File: src/rtl/blocking_reader_array_pkg.sv
// blocking_reader_array_types: section enum, default reset value and saturating add
package blocking_reader_array_types;
    typedef enum logic {READ, WRITE} blocking_reader_array_SECTIONS;
    localparam int DEFAULT_INIT_VAL = 1337;
    function automatic logic signed [63:0] sat_add(input logic signed [63:0] a, input logic signed [63:0] b, input int w);
        logic signed [63:0] s, hi, lo;
        s = a + b;
        hi = (64'sd1 <<< (w - 1)) - 64'sd1;
        lo = -hi - 64'sd1;
        return s > hi ? hi : (s < lo ? lo : s);
    endfunction
endpackage

File: src/rtl/blocking_reader_array_if.sv
// blocking_reader_array_if: producer channels, consumer port and threshold bundle
interface blocking_reader_array_if #(parameter int NUM_CH = 4, parameter int DATA_W = 32);
    logic [NUM_CH*DATA_W-1:0] b_in;
    logic [NUM_CH-1:0] b_in_sync, b_in_notify;
    logic [DATA_W-1:0] m_in, b_out;
    logic b_out_sync, b_out_notify, nb_result;
    modport master(output b_in, b_in_sync, m_in, b_out_sync, input b_in_notify, b_out, b_out_notify, nb_result);
    modport slave(input b_in, b_in_sync, m_in, b_out_sync, output b_in_notify, b_out, b_out_notify, nb_result);
endinterface

File: src/rtl/blocking_reader_array_chan_select.sv
// chan_select: picks the current channel's word/sync and decodes the next notify one-hot
module chan_select #(parameter int NUM_CH = 4, parameter int DATA_W = 32, parameter int IW = 2) (
    input  logic [NUM_CH*DATA_W-1:0] data,
    input  logic [NUM_CH-1:0]        sync_vec,
    input  logic [IW-1:0]            sel,
    input  logic [IW-1:0]            dec,
    output logic [DATA_W-1:0]        word,
    output logic                     sync,
    output logic [NUM_CH-1:0]        onehot
);
    assign word = data[sel*DATA_W +: DATA_W];
    assign sync = sync_vec[sel];
    assign onehot = NUM_CH'(1) << dec;
endmodule

File: src/rtl/blocking_reader_array.sv
// blocking_reader_array: round-robin blocking reader that sums one word per channel per round
// Define BLOCKING_READER_SAT_EN to saturate the accumulation instead of wrapping.
module blocking_reader_array
    import blocking_reader_array_types::*;
#(
    parameter int NUM_CH   = 4,
    parameter int DATA_W   = 32,
    parameter int INIT_VAL = DEFAULT_INIT_VAL
) (
    input logic clk,
    input logic rst,
    blocking_reader_array_if.slave bus
);
    localparam int IW = NUM_CH > 1 ? $clog2(NUM_CH) : 1;
    blocking_reader_array_SECTIONS section, section_nxt;
    logic [IW-1:0] idx, idx_nxt;
    logic signed [DATA_W-1:0] acc, acc_nxt, result, result_nxt, word, sum;
    logic [NUM_CH-1:0] in_notify, in_notify_nxt, onehot;
    logic out_notify, out_notify_nxt, nb, nb_nxt, sync, rd, wr, last;

    chan_select #(.NUM_CH(NUM_CH), .DATA_W(DATA_W), .IW(IW)) u_sel (
        .data(bus.b_in), .sync_vec(bus.b_in_sync), .sel(idx), .dec(idx_nxt),
        .word(word), .sync(sync), .onehot(onehot)
    );

    assign rd = section == READ && sync;
    assign wr = section == WRITE && bus.b_out_sync;
    assign last = idx == IW'(NUM_CH - 1);
`ifdef BLOCKING_READER_SAT_EN
    assign sum = DATA_W'(sat_add(64'(acc), 64'(word), DATA_W));
`else
    assign sum = acc + word;
`endif

    always_ff @(posedge clk or posedge rst)
        if (rst) begin
            section    <= READ;
            idx        <= '0;
            acc        <= '0;
            result     <= DATA_W'(INIT_VAL);
            in_notify  <= NUM_CH'(1);
            out_notify <= 1'b0;
            nb         <= 1'b0;
        end else begin
            section    <= section_nxt;
            idx        <= idx_nxt;
            acc        <= acc_nxt;
            result     <= result_nxt;
            in_notify  <= in_notify_nxt;
            out_notify <= out_notify_nxt;
            nb         <= nb_nxt;
        end

    always_comb section_nxt = rd && last ? WRITE : (wr ? READ : section);

    // notify for the next cycle is decoded from idx_nxt, keeping sync->notify registered
    always_comb begin
        idx_nxt        = rd ? (last ? '0 : idx + 1'b1) : idx;
        acc_nxt        = rd ? (last ? '0 : sum) : acc;
        result_nxt     = rd && last ? sum : result;
        nb_nxt         = wr ? (result > $signed(bus.m_in)) : nb;
        out_notify_nxt = rd && last ? 1'b1 : (wr ? 1'b0 : out_notify);
        in_notify_nxt  = rd && last ? '0 : (rd || wr ? onehot : in_notify);
    end

    assign bus.b_in_notify  = in_notify;
    assign bus.b_out        = result;
    assign bus.b_out_notify = out_notify;
    assign bus.nb_result    = nb;
endmodule

File: src/flat_wrapper.sv
// flat-port wrapper written by rule: the top's interface ports become plain ports
module blocking_reader_array_flat import blocking_reader_array_types::*;
#(
    parameter int NUM_CH   = 4,
    parameter int DATA_W   = 32,
    parameter int INIT_VAL = DEFAULT_INIT_VAL
)
  (clk, rst, bus_b_in, bus_b_in_sync, bus_m_in, bus_b_out_sync, bus_b_in_notify, bus_b_out, bus_b_out_notify, bus_nb_result);
  blocking_reader_array_if #(.NUM_CH(NUM_CH), .DATA_W(DATA_W)) bus_i ();
  input logic clk;
  input logic rst;
  input wire logic [$bits(bus_i.b_in)-1:0] bus_b_in;
  input wire logic [$bits(bus_i.b_in_sync)-1:0] bus_b_in_sync;
  input wire logic [$bits(bus_i.m_in)-1:0] bus_m_in;
  input wire logic [$bits(bus_i.b_out_sync)-1:0] bus_b_out_sync;
  output wire logic [$bits(bus_i.b_in_notify)-1:0] bus_b_in_notify;
  output wire logic [$bits(bus_i.b_out)-1:0] bus_b_out;
  output wire logic [$bits(bus_i.b_out_notify)-1:0] bus_b_out_notify;
  output wire logic [$bits(bus_i.nb_result)-1:0] bus_nb_result;
  assign bus_i.b_in = bus_b_in;
  assign bus_i.b_in_sync = bus_b_in_sync;
  assign bus_i.m_in = bus_m_in;
  assign bus_i.b_out_sync = bus_b_out_sync;
  assign bus_b_in_notify = bus_i.b_in_notify;
  assign bus_b_out = bus_i.b_out;
  assign bus_b_out_notify = bus_i.b_out_notify;
  assign bus_nb_result = bus_i.nb_result;
  blocking_reader_array #(.NUM_CH(NUM_CH), .DATA_W(DATA_W), .INIT_VAL(INIT_VAL)) u_core (.clk(clk), .rst(rst), .bus(bus_i));
endmodule
File: config.mk
export PLATFORM = sky130hd
export DESIGN_NAME = blocking_reader_array_flat
export DESIGN_NICKNAME = d
export VERILOG_FILES = /design/src/rtl/blocking_reader_array_pkg.sv /design/src/rtl/blocking_reader_array_if.sv /design/src/rtl/blocking_reader_array_chan_select.sv /design/src/rtl/blocking_reader_array.sv /design/src/flat_wrapper.sv
export SDC_FILE = /design/constraint.sdc
export NUM_CORES = 1
export LEC_CHECK = 0
export BUFFER_PORTS_ARGS = -buffer_cell sky130_fd_sc_hd__buf_4
export CAP_MARGIN = 20
export CORE_MARGIN = 5
export CORE_UTILIZATION = 41
export CTS_CLUSTER_DIAMETER = 40
export CTS_CLUSTER_SIZE = 16
export DETAILED_ROUTE_END_ITERATION = 10
export PLACE_DENSITY_LB_ADDON = 0.05
export SLEW_MARGIN = 30
export SYNTH_ARGS = -nofsm -noshare
export SYNTH_HDL_FRONTEND = slang
export SYNTH_HIERARCHICAL = 1
export SYNTH_SLANG_ARGS = --single-unit
export TNS_END_PERCENT = 20
File: constraint.sdc
create_clock -name clk -period 3.3 [get_ports clk]
set_input_delay 0.66 -clock clk [delete_from_list [all_inputs] [get_ports clk]]
set_output_delay 0.66 -clock clk [all_outputs]
set_load 0.01 [all_outputs]
Yosys cells after proc, flatten, opt, wreduce, memory -nomap -nowiden. Cells that the tools add are included. W data, S select, Z words.

Output and inout bits: 38. Register bits: 72. Input bits: 167.

Magnitude comparators: 2. Add/sub/neg operators: 2. Reduce and logical (&&, ||, !) cells: 6. Shift-type cells: 2. Bitwise operators: 1. Equality and inequality tests: 1. Mux-type cells: 9.

Operators with widths (count): $shiftx A128 B8 Y32 (1); $add A32 B32 Y32 (1); $gt A32 B32 Y1 (1); $mux W32 (1); $mux W4 (2); $mux W2 (2); $reduce_bool A2 Y1 (2); $shl A1 B2 Y4 const A (1); $logic_and A1 B1 Y1 (3); $lt A2 B3 Y1 const B (1); $mux W1 (3); $add A2 B1 Y2 const B (1); $bmux W1 S2 (1); $eq A2 B2 Y1 const B (1); $logic_or A1 B1 Y1 (1); $not A1 Y1 (1).

Depth between registers and ports, before layout.
Word-level depth: 7. Gate-level depth with buffers: 13. Mapped depth without buffers: 12.

Cells and area by module. Netlist, hierarchy kept.

By module, submodules not included: blocking_reader_array (times used 1, cells an instance 529, area an instance 5044.8 um^2); chan_select (times used 1, cells an instance 45, area an instance 867.1 um^2).

Least setup slack after synthesis. OpenSTA, ideal clock, no wires.

Path kind: input-to-reg. Start: in bus_b_in[32]. End: reg u_core.result[24] (netlist: u_core/bus.b_out[24]). Cell stages on the path: 12. Library setup time: 0.125 ns. Data arrival time: 3.478 ns. Slack: -0.303 ns. Cell sequence: mux4_1 > ha_1 > fa_1 > a21o_1 > a221oi_2 > o21ai_2 > and4_1 > o21ba_2 > o21ai_2 > a21oi_1 > xor2_1 > mux2_4.

Longest elaborated chain between the ends: 2.

RTL lines: start: declaration (line flat_wrapper.sv:12) `input wire logic [$bits(bus_i.b_in)-1:0] bus_b_in;`; $shiftx A128 B8 Y32 (line blocking_reader_array_chan_select.sv:11) `assign word = data[sel*DATA_W +: DATA_W];`; $add A32 B32 Y32 (line blocking_reader_array.sv:32) `assign sum = acc + word;`; end signal: assignment (line blocking_reader_array.sv:40) `result <= DATA_W'(INIT_VAL);`; end signal: assignment (line blocking_reader_array.sv:48) `result <= result_nxt;`; end: declaration (line blocking_reader_array.sv:17) `logic signed [DATA_W-1:0] acc, acc_nxt, result, result_nxt, word, sum;`.

Every way passes these cells. A chain may end at the register's enable or synchronous reset.

Worst setup path after layout.
Start: reg u_core.idx[0]. End: reg u_core.result[24] (netlist: u_core/bus.b_out[24]).

RTL lines: start: declaration (line blocking_reader_array.sv:16) `logic [IW-1:0] idx, idx_nxt;`; start signal: assignment (line blocking_reader_array.sv:46) `idx <= idx_nxt;`; $shiftx A128 B8 Y32 (line blocking_reader_array_chan_select.sv:11); named net u_core.word[0] (line blocking_reader_array.sv:17); $add A32 B32 Y32 (line blocking_reader_array.sv:32).

The timed path passes the listed nets, and every way through them passes these cells. The select of a mux whose other input is x is not followed.

==> reports/summary.md <==
### Layout
• 0.00408 mm^2 — area used by multi-input combinational logic
• 1215 — number of fillers in the final layout
• buf_4 — commonest non-fill, non-tap cell in the layout
• 0.00865 mm^2 — design area
• 0.00181 mm^2 — register cell area after layout
• 0 — antenna diode instance count
• 46.4% — ratio of cells with drive above 1 in the final layout
• 1067 — number of nets in the finished design
• 46.4% — layout-stage area growth over the synthesis result
• 61.9% — Finished Core Util
• 265 x buf_4, 68 x nand2_1, 64 x dfrtp_1 — top library cells by usage in the layout, fill and taps aside

### GRT
• 41 — largest net degree at the start of global routing
• 5703 — number of global-route vias before repair
• 0 — number of antenna violations at the first check in global routing
• 21.3% — total routing usage reported by global routing
• 28300 um — global-route wire length before repair
• 0 — total gr overflow

### Power and ir drop
• 1170 mW/mm^2 — pwr dens
• 4.40 mW — Psw
• 43.4% — switching power share of the total
• 8.7% — Clk network pwr share
• 4.34 nW — P_leak
• 5.74 mW — Cell Int Power
• 10.1 mW — PnR Total Power
• 73.9% — combinational cell fraction of total power
• 17.4% — sequential group share of total power
• 481 uV — maximum vdd ir drop

### CTS
• 0.34 ns — insertion delay of the later-clocked pin in the worst-skew pair
• 72 — sinks on the clock net
• clkbuf_16 — clock root buffer
• 9 — TritonCTS buffer count
• 3 — maximum level of the CTS H-tree
• 2 — number of buffers on the longest clock path
• yes — clock tree from TritonCTS
• 0.06 ns — clock edge transition at the registers on the reported setup and hold paths

### Synth
• 806 — Mapped Nets
• 6 — count of synthesis-stage warnings from yosys
• dfrtp_1 — flip-flop cell with the highest count after synthesis
• 0.00591 mm^2 — synthesized area
• 10.3 um^2 — synthesized area divided by synthesized cell count
• 72 — number of synthesized register bits
• 0 — number of flops mapped to enable cells by yosys
• 100% — proportion of register bits with asynchronous set or reset after synthesis
• 574 — gate count after technology mapping
• 69 — number of distinct standard cells referenced by the synthesized netlist
• 30.6% — sequential element share of the synthesized area

### Critical path
• register — startpoint types
• 13 — depth of the critical timing path with buffers and inverters included
• 5 — CP max FO
• u_core/bus.b_out[24]$_DFFE_PP0P_ — worst reg2reg path endpoint
• compound AO/OA/AOI/OAI gates — cell family with most CP delay
• 13 — depth of the worst register-to-register path
• reg -> reg — critical setup path kind
• u_core/idx[0]$_DFF_PP0_ — launch instance of the worst register-to-register path
• 1 — Buffers & Inverters on Critical Path
• u_core/bus.b_out[24]$_DFFE_PP0P_ — worst setup path endpoint
• register — Setup crit end kind
• mux4_2 — slowest stage cell on the critical path
• 3.52 ns — Crit path required time
• buf_12 > mux4_2 > ha_4 > fa_2 > a21o_1 > a221oi_2 > o21ai_2 > and4_4 > o21ba_4 > o21ai_4 > a21oi_2 > xor2_1 > mux2_4 — cells traversed along the worst timing path
• 3.63 ns — arrival time worst endpoint
• 0.54 ns — Max stage delay on crit path
• u_core/idx[0]$_DFF_PP0_ — worst setup path startpoint
• -0.11 ns — worst-case register-to-register setup slack

### Die
• 205 — Boundary Pins
• 42.3% — Starting Density
• 130 um — Die W
• 43 — placement row count
• 130 um — Die Y
• 0.0169 mm^2 — total die area
• 0.0140 mm^2 — core outline area

### Outcome
• complete, but fails checks — result of the run
• setup timing — violated checks

### Detailed routing
• 17.6 um — routed length per instance
• 4 — First-pass DRT Iterations
• 5488 — via total after detailed routing
• 18000 um — Routed WL
• 5.38 — vias per inst
• 241 — Detailed Route Iter0 Violations
• 0 — # DRC
• 0 — Routed Antenna Nets

### Timing
• 0.889 ns — Worst Tran Pin Value
• true — RSZ-0062 raised after global routing
• 293 MHz — Peak Freq
• 3.41 ns — final critical-path required period
• -0.551 ns — total negative setup slack
• 0 — final hold violations
• 0 — number of pins exceeding their max-slew limit in the final report
• -0.110 ns — Final Worst Setup Slack
• 15 — number of setup violations in the final report
• 40.6% — headroom to the max-slew limit
• 0.00541 ns — skew final
• 103% — post-route clock period utilization

### Placed design
• 14100 um — HPWL reported at the end of detailed placement
• 0.00806 mm^2 — area of placed instances
• 204 — number of buffers inserted by port buffering
• -0.387 ns — worst slack, placed
• 0.840 — RD Place Congestion

### Hold path
• in -> async — hold crit path type

### Job
• 0 — # Max-Cap Violations

==> flip-flops by register name, indices dropped and copies added, names as in the netlist <==
| signal | cells |
|---|---|
| u_core/bus.b_out_notify | 1 |
| u_core/bus.b_out | 32 |
| u_core/bus.b_in_notify | 4 |
| u_core/idx | 2 |
| u_core/bus.nb_result | 1 |
| u_core/acc | 32 |
==> power groups by stage <==
| stage | logic [mW] | registers (mW) | clock network, mW |
|---|---|---|---|
| final | 7.50 | 1.77 | 0.881 |
| after detailed placement | 6.89 | 1.74 | 0 |
| after global placement | 6.75 | 1.73 | 0 |
| after floorplan | 4.52 | 1.74 | 0 |
| after CTS | 7.26 | 1.76 | 0.898 |
| after global routing | 8.24 | 1.83 | 0.934 |
==> cells in the mapped netlist (2+ instances only) <==
master / n / share of area, %
nand3_1: 3 / 0.25
nor3b_1: 2 / 0.25
mux4_1: 3 / 1.3
nand2_1: 69 / 4.4
mux4_2: 30 / 11
a211o_1: 2 / 0.30
o211ai_1: 2 / 0.25
nor3_1: 7 / 0.59
nor2_1: 17 / 1.1
nand2b_1: 2 / 0.21
and2_1: 2 / 0.21
a21oi_1: 33 / 2.8
dfstp_2: 7 / 3.1
o21ai_2: 3 / 0.44
buf_1: 2 / 0.13
o21a_1: 3 / 0.38
o31ai_1: 5 / 0.63
ha_1: 64 / 14
inv_1: 41 / 2.6
xor2_1: 13 / 1.9
or2_2: 2 / 0.21
nor2b_1: 5 / 0.53
a211oi_1: 2 / 0.25
mux2_2: 12 / 2.3
o21ai_0: 26 / 2.2
and3_1: 4 / 0.42
o21bai_1: 2 / 0.25
and4_1: 2 / 0.30
a31oi_1: 2 / 0.21
a21o_1: 32 / 4.1
mux2i_1: 5 / 0.85
o21ai_1: 2 / 0.17
buf_12: 3 / 1.0
clkbuf_1: 14 / 0.89
xnor2_1: 17 / 2.5
a221oi_1: 4 / 0.59
buf_2: 3 / 0.25
nand4_1: 14 / 1.5
a22o_1: 19 / 2.8
dfrtp_1: 65 / 28
==> repair_timing <==
item                                    4_1_cts  5_1_grt
cloned                                        1        0
endpoints found under the setup margin       20       35
hold buffers                                  0        0
resized for setup                            28       24
pin swaps                                    16       22
setup buffers                                 3        5
==> how the worst min path moves through the flow <==
stage / slack [ns] / from / end
after floorplan: 0.46 / u_core/acc[12]$_DFFE_PP0P_ / u_core/acc[12]$_DFFE_PP0P_
after global placement: 0.46 / u_core/bus.b_out[5]$_DFFE_PP1P_ / u_core/bus.b_out[5]$_DFFE_PP1P_
after detailed placement: 0.47 / u_core/bus.b_out[4]$_DFFE_PP1P_ / u_core/bus.b_out[4]$_DFFE_PP1P_
after CTS: 0.48 / u_core/bus.b_out[4]$_DFFE_PP1P_ / u_core/bus.b_out[4]$_DFFE_PP1P_
after global routing: 0.48 / u_core/bus.b_out[10]$_DFFE_PP1P_ / u_core/bus.b_out[10]$_DFFE_PP1P_
final: 0.46 / rst / u_core/bus.b_in_notify[3]$_DFFE_PP0P_
==> stage by stage <==
stage	cells	hold slack, ns
4_1_cts	1017	0.475
6_report	1020	0.461
2_1_floorplan	574	0.455
5_1_grt	1020	0.482
3_3_place_gp	997	0.463
3_5_place_dp	997	0.468
==> layer usage <==
| layer | global-route usage [%] | routed length, um |
|---|---|---|
| met2 | 37.1 | 9040 |
| met1 | 27.4 | 7620 |
| met4 | 6.30 | 304 |
| met5 | 0 | 0 |
| met3 | 3.32 | 991 |
==> layout make-up <==
| type | instances | share of cell area, % |
|---|---|---|
| multi-input cells | 438 | 47.1 |
| clock inverters | 1 | 0.0867 |
| flip-flops and latches | 72 | 20.9 |
| clock buffers | 15 | 2.86 |
| repair buffers | 273 | 24.6 |
| inverters | 41 | 1.78 |
| well taps | 180 | 2.60 |
==> cell families (layout without fill, tap and decap cells) <==
group / after synthesis / after routing / synth area share [%]
simple gates: 135 / 135 / 10.7
xor+xnor: 31 / 31 / 4.83
buf+inv: 64 / 330 / 5.08
compound gates: 156 / 156 / 18.8
flops: 72 / 72 / 30.6
fa+ha+maj: 65 / 65 / 13.9
mux: 51 / 51 / 16.1
Power figures use the tool's default switching activity.
